### config.mk
export PLATFORM = sky130hd
export DESIGN_NAME = instr_fetch
export DESIGN_NICKNAME = d
export VERILOG_FILES = /design/src/rtl/mips_pkg.sv /design/src/rtl/pc_reg.sv /design/src/rtl/instr_fetch.sv
export SDC_FILE = /design/constraint.sdc
export NUM_CORES = 1
export LEC_CHECK = 0
export BUFFER_PORTS_ARGS = -buffer_cell sky130_fd_sc_hd__buf_4
export CAP_MARGIN = 20
export CORE_MARGIN = 2
export CORE_UTILIZATION = 40
export CTS_BUF_LIST = sky130_fd_sc_hd__clkbuf_4
export DETAILED_ROUTE_END_ITERATION = 10
export PLACE_DENSITY = 0.67
export SYNTH_ARGS = -nofsm -noshare
export SYNTH_HDL_FRONTEND = slang
export SYNTH_HIERARCHICAL = 1
export SYNTH_SLANG_ARGS = --single-unit
### constraint.sdc
create_clock -name clk -period 3.2 [get_ports clk]
set_input_delay 0.32 -clock clk [delete_from_list [all_inputs] [get_ports clk]]
set_output_delay 0.32 -clock clk [all_outputs]
set_load 0.005 [all_outputs]
### src/rtl/mips_pkg.sv
// mips_pkg -- shared definitions for the MIPS datapath slice.
//   fetch_state_e : fetch-stage FSM states (FETCH / WAIT / HOLD)
//   INSTR_W       : instruction width in bits
//   WORD_BYTES    : bytes per instruction word (PC increment)
//   NOP_INSTR     : value held in the instruction register after reset
package mips_pkg;

  localparam int INSTR_W    = 32;
  localparam int WORD_BYTES = 4;
  localparam logic [INSTR_W-1:0] NOP_INSTR = 32'h0000_0000;

  typedef enum logic [1:0] {
    FETCH = 2'd0,
    WAIT  = 2'd1,
    HOLD  = 2'd2
  } fetch_state_e;

endpackage

### src/rtl/pc_reg.sv
// pc_reg -- program counter register for the fetch stage.
//   clk, rst_n : clock, synchronous active-low reset (loads RESET_PC)
//   load       : take load_pc (low two bits forced to zero); wins over inc
//   load_pc    : redirect target
//   inc        : advance by one word, wrapping modulo 2^ADDR_W
//   pc         : current program counter, always word aligned
module pc_reg
  import mips_pkg::*;
#(
  parameter int                ADDR_W   = 32,
  parameter logic [ADDR_W-1:0] RESET_PC = '0
) (
  input  logic              clk,
  input  logic              rst_n,
  input  logic              load,
  input  logic [ADDR_W-1:0] load_pc,
  input  logic              inc,
  output logic [ADDR_W-1:0] pc
);

  localparam logic [ADDR_W-1:0] ALIGN_MASK = ~ADDR_W'(WORD_BYTES - 1);
  localparam logic [ADDR_W-1:0] STEP       = ADDR_W'(WORD_BYTES);

  always_ff @(posedge clk) begin
    if (!rst_n) begin
      pc <= RESET_PC;
    end else if (load) begin
      pc <= load_pc & ALIGN_MASK;
    end else if (inc) begin
      pc <= pc + STEP;
    end
  end

endmodule

### src/rtl/instr_fetch.sv
// instr_fetch -- MIPS instruction fetch stage.
//
//   state | meaning
//   ------+------------------------------------------------------------
//   FETCH | request presented at pc, waiting for imem_gnt
//   WAIT  | request granted, waiting for imem_rvalid (discard => drop it)
//   HOLD  | instruction held on if_* until decode takes it
//
// Ports:
//   clk, rst_n                 : clock, synchronous active-low reset
//   imem_req/imem_addr         : fetch request (decoded from state and pc)
//   imem_gnt                   : memory accepted the request
//   imem_rvalid/imem_rdata     : fetch response
//   redirect_valid/redirect_pc : branch/jump redirect, highest priority
//   if_valid/if_instr/if_pc    : registered instruction to decode
//   id_ready                   : decode accepts the held instruction
module instr_fetch
  import mips_pkg::*;
#(
  parameter int                ADDR_W   = 32,
  parameter logic [ADDR_W-1:0] RESET_PC = 32'h0000_0000
) (
  input  logic               clk,
  input  logic               rst_n,
  output logic               imem_req,
  output logic [ADDR_W-1:0]  imem_addr,
  input  logic               imem_gnt,
  input  logic               imem_rvalid,
  input  logic [INSTR_W-1:0] imem_rdata,
  input  logic               redirect_valid,
  input  logic [ADDR_W-1:0]  redirect_pc,
  output logic               if_valid,
  output logic [INSTR_W-1:0] if_instr,
  output logic [ADDR_W-1:0]  if_pc,
  input  logic               id_ready
);

  fetch_state_e      state_q, state_d;
  logic              discard_q, discard_d;
  logic              pc_inc;
  logic              out_load;
  logic              out_clr;
  logic [ADDR_W-1:0] pc;

  pc_reg #(
    .ADDR_W  (ADDR_W),
    .RESET_PC(RESET_PC)
  ) u_pc_reg (
    .clk    (clk),
    .rst_n  (rst_n),
    .load   (redirect_valid),
    .load_pc(redirect_pc),
    .inc    (pc_inc),
    .pc     (pc)
  );

  always_ff @(posedge clk) begin
    if (!rst_n) begin
      state_q   <= FETCH;
      discard_q <= 1'b0;
    end else begin
      state_q   <= state_d;
      discard_q <= discard_d;
    end
  end

  always_comb begin
    state_d   = state_q;
    discard_d = discard_q;
    pc_inc    = 1'b0;
    out_load  = 1'b0;
    out_clr   = redirect_valid;
    case (state_q)
      FETCH: begin
        if (imem_gnt) begin
          state_d   = WAIT;
          // The granted request targets the old pc; its response is stale.
          discard_d = redirect_valid;
        end
      end
      WAIT: begin
        if (imem_rvalid) begin
          discard_d = 1'b0;
          if (discard_q || redirect_valid) begin
            state_d = FETCH;
          end else begin
            state_d  = HOLD;
            out_load = 1'b1;
            pc_inc   = 1'b1;
          end
        end else if (redirect_valid) begin
          discard_d = 1'b1;
        end
      end
      HOLD: begin
        // A redirect flushes the held instruction even if decode is ready.
        if (redirect_valid || id_ready) begin
          state_d = FETCH;
          out_clr = 1'b1;
        end
      end
      default: begin
        state_d   = FETCH;
        discard_d = 1'b0;
      end
    endcase
  end

  always_ff @(posedge clk) begin
    if (!rst_n) begin
      if_valid <= 1'b0;
      if_instr <= NOP_INSTR;
      if_pc    <= RESET_PC;
    end else if (out_load) begin
      if_valid <= 1'b1;
      if_instr <= imem_rdata;
      if_pc    <= pc;
    end else if (out_clr) begin
      if_valid <= 1'b0;
    end
  end

  // Held low during reset so no request leaks out before pc is valid.
  assign imem_req  = rst_n && (state_q == FETCH);
  assign imem_addr = pc;

endmodule
==> flow_summary_export.csv <==
group,metric,value,unit
cts,clock-sinks,98,
sta,finalCritPeriodShare,72.3,%
logic_synthesis,synth_area_leader_cell,"dfxtp_1",
finish,fillers,1090,
die,rows,39,
cts,clockBufferDepth,2,
route,wl,13.0,mm
critical_path,reg2reg_slack,0.89,ns
critical_path,cp-start-kind,"flip-flop",
cts,cts_tree,"built",
logic_synthesis,syn_avg_cell_area,8.51,µm²
power_and_ir_drop,swShare,27.6,%
route,viasPerCell,5.30,
critical_path,arrival,2.72,ns
sta,maxSlewHeadroom,37.6,%
critical_path,path_cells,"nor3b_2 -> and3b_4 -> buf_4 -> nand3b_1 -> or3_1 -> or3_2 -> nand3_1",
logic_synthesis,ys_seq_elements,98,
logic_synthesis,yosys-top-cells-area,"dfxtp_1 (42%), mux2i_1 (14%), nand2_1 (13%)",
cts,cts_resized,0,
cts,cts_buffers,9,
place,numPortBuffers,163,
critical_path,reg2regPathDepth,7,
cts,root_buffer,"clkbuf_4",
finish,drive_above_1_share,28.1,%
sta,grt_setup_unrepaired,"false",
cts,cts_hold_buf,0,
power_and_ir_drop,p_int,1660,µW
sta,fin_skew,0.0166,ns
route,drc,0,
die,die_y,113,µm
finish,area_growth,28.2,%
power_and_ir_drop,combPwrFrac,13.1,%
critical_path,reg2reg_to,"u_pc_reg/pc[19]$_SDFFE_PN0P_",
logic_synthesis,synth.yosys.seq_area_share,41.5,%
finish,finalNonFillerCells,843,
global_route,antenna_found_initial,0,
global_route,track_usage,20.4,%
critical_path,crit_buf_inv,1,
power_and_ir_drop,p_leak,0.00249,µW
finish,antennaDiodeCount,0,
logic_synthesis,yosysTopAreaCellShare,41.5,%
global_route,grt_first_pass_wirelength,21.1,mm
critical_path,cp_slowest_cell,"dfxtp_1",
global_route,grt_pass1_vias,4325,
finish,fin_nets,766,
global_route,grt_max_degree,64,
logic_synthesis,yosysWarnings,6,
die,die_w,113,µm
place,dp_cells,827,
route,vias,4465,
sta,hold_slack,0.0925,ns
logic_synthesis,synth_cell_types,55,
cts,clk_latency,0.45,ns
status,status,"finished clean",
power_and_ir_drop,p_seq_share,57.8,%
logic_synthesis,synth_cells,555,
finish,fin_util,52.8,%
die,ios,168,
flow_run,drv_cap,0,
cts,htreeDepth,3,
logic_synthesis,synth-async-reset-ratio,0,%
place,dp_hpwl,9.24,mm
sta,max_slew.worst_pin.slew,0.935,ns
power_and_ir_drop,peakVddDrop,0.222,mV
sta,drv_slew,0,
logic_synthesis,synth_edf_count,0,
logic_synthesis,synthesis.area,4720,µm²
cts,postCtsSetupBuffers,0,
die,core,11500,µm²
worst_hold_path,holdPathStages,2,
cts,path_clk_slew,0.16,ns
die,initial_utilization,41.2,%
place,gp_congestion,0.828,
power_and_ir_drop,clkPwrFrac,29.1,%
critical_path,cp.required,3.61,ns
critical_path,path_max_fanout,22,
critical_path,cpLargestDelayFamily,"simple AND/OR/NAND/NOR gates",
worst_hold_path,hp-start,"redirect_pc[4]",
critical_path,slowest_delay,0.48,ns
sta,hold_viol,0,
route,dr.pass1.iters,6,
sta,fin_setup_tns,0,ns
die,dieArea,12700,µm²
sta,setup_viol,0,
critical_path,critPathCaptureType,"flip-flop",
route,drt_iter0_drc,297,
sta,fmax,432,MHz
route,ant_nets,0,
critical_path,reg2reg_from,"state_q[0]$_SDFFE_PN0P_",
sta,min_period,2.31,ns
worst_hold_path,whs_endpoint,"u_pc_reg/pc[4]$_SDFFE_PN0P_",
logic_synthesis,ys.flop_type,"dfxtp_1",
power_and_ir_drop,p_sw,636,µW
power_and_ir_drop,p_per_area,380,nW/µm²
worst_hold_path,hp-class,"in -> reg",
route,avgRoutedWirePerCell,15.4,µm
critical_path,path_class,"reg -> reg",
global_route,globalRouteOverflowTotal,0,
## per-stage QoR
stage	power (µW)	cell area, µm²	setup slack (ns)
after global routing	2410	6060	0.671
after global placement	1650	5920	0.941
final	2300	6060	0.888
after floorplan	1490	4730	0.857
after detailed placement	1660	5920	0.895
after CTS	2330	6060	0.861
## synth_stat cells, types with 2 or more instances
cell type	n
or3_2	2
xor2_1	4
and4_1	3
o31ai_1	3
buf_12	5
nand2_1	159
o21ai_0	24
a211oi_1	6
a31o_2	2
o211a_1	7
nor2_1	12
nand3_1	16
and3_1	8
o211ai_1	2
inv_1	8
or2_2	2
nand2b_1	5
a31oi_1	7
a211o_1	2
nor3b_1	2
xnor2_1	7
dfxtp_1	98
buf_4	5
nor4_1	10
and3_2	2
or4_1	3
nor4b_1	2
or3_1	2
nor3_1	4
mux2i_1	65
a32oi_1	4
a21oi_1	8
and3b_1	2
nand4_1	15
clkbuf_1	29
## power groups by stage
| stage | logic, µW | clock network (µW) | registers [µW] |
|---|---|---|---|
| 4_1_cts | 303 | 693 | 1330 |
| 5_1_grt | 332 | 743 | 1340 |
| 6_report | 301 | 669 | 1330 |
| 3_5_place_dp | 302 | 0 | 1360 |
| 3_3_place_gp | 295 | 0 | 1350 |
| 2_1_floorplan | 154 | 0 | 1340 |
## cells by family after synthesis
logic type | Yosys count | share of synthesized area (%)
xor+xnor | 11 | 2.04
simple gates | 257 | 25.7
other cells | 1 | 0.0794
fa+ha+maj | 1 | 0.265
buf+inv | 50 | 6.28
flops | 98 | 41.5
compound gates | 72 | 10.3
mux | 65 | 13.8
## cells in the final DEF (no fill, tap or decap), types with 3 or more instances in the layout
cell type,instances
and3_1,8
a32oi_1,4
dfxtp_1,98
o21ai_0,24
nor3_1,4
buf_4,170
or4_1,3
a211oi_1,6
nand4_1,15
nand2b_1,5
clkbuf_4,9
and4_1,3
nor4_1,10
o31ai_1,3
mux2i_1,65
nand2_1,159
nand3_1,16
inv_1,8
o211a_1,7
a31oi_1,7
xor2_1,4
xnor2_1,7
a21oi_1,8
nor2_1,12
## worst reg2reg max path: cells and delay by family, from the launching register on
family / cells / cell delay, ns
and+or+nand+nor: 6 / 1.49
DFF: 1 / 0.48
buffers and inverters: 1 / 0.29
## area by class of cell
class,instances,area (µm²),share of cell area (%)
Clock buffer,9,67.6,1.12
Timing Repair Buffer,170,1280,21.1
Sequential cell,98,1960,32.4
Tap cell,143,179,2.95
Multi-Input combinational cell,408,2470,40.8
Inverter,8,30.0,0.496
Clock inverter,7,68.8,1.14
## worst max-delay path by stage
| stage | endpoint | start | depth (start not counted) | slack [ns] |
|---|---|---|---|---|
| after floorplan | u_pc_reg/pc[16]$_SDFFE_PN0P_ | state_q[0]$_SDFFE_PN0P_ | 9 | 0.86 |
| after global placement | u_pc_reg/pc[19]$_SDFFE_PN0P_ | redirect_valid | 7 | 0.94 |
| after detailed placement | u_pc_reg/pc[14]$_SDFFE_PN0P_ | redirect_valid | 7 | 0.90 |
| after CTS | u_pc_reg/pc[14]$_SDFFE_PN0P_ | state_q[0]$_SDFFE_PN0P_ | 7 | 0.86 |
| after global routing | u_pc_reg/pc[14]$_SDFFE_PN0P_ | state_q[0]$_SDFFE_PN0P_ | 7 | 0.67 |
| final | u_pc_reg/pc[19]$_SDFFE_PN0P_ | state_q[0]$_SDFFE_PN0P_ | 7 | 0.89 |
## layer usage
layer	routed length [µm]	vias up	global-route usage, %
met3	736	15	4.48
met5	0	-	0
met2	6240	132	33.7
met1	5780	2098	26.1
met4	212	0	7.56
li1	-	2220	-
(Power assumes the default switching activity.)
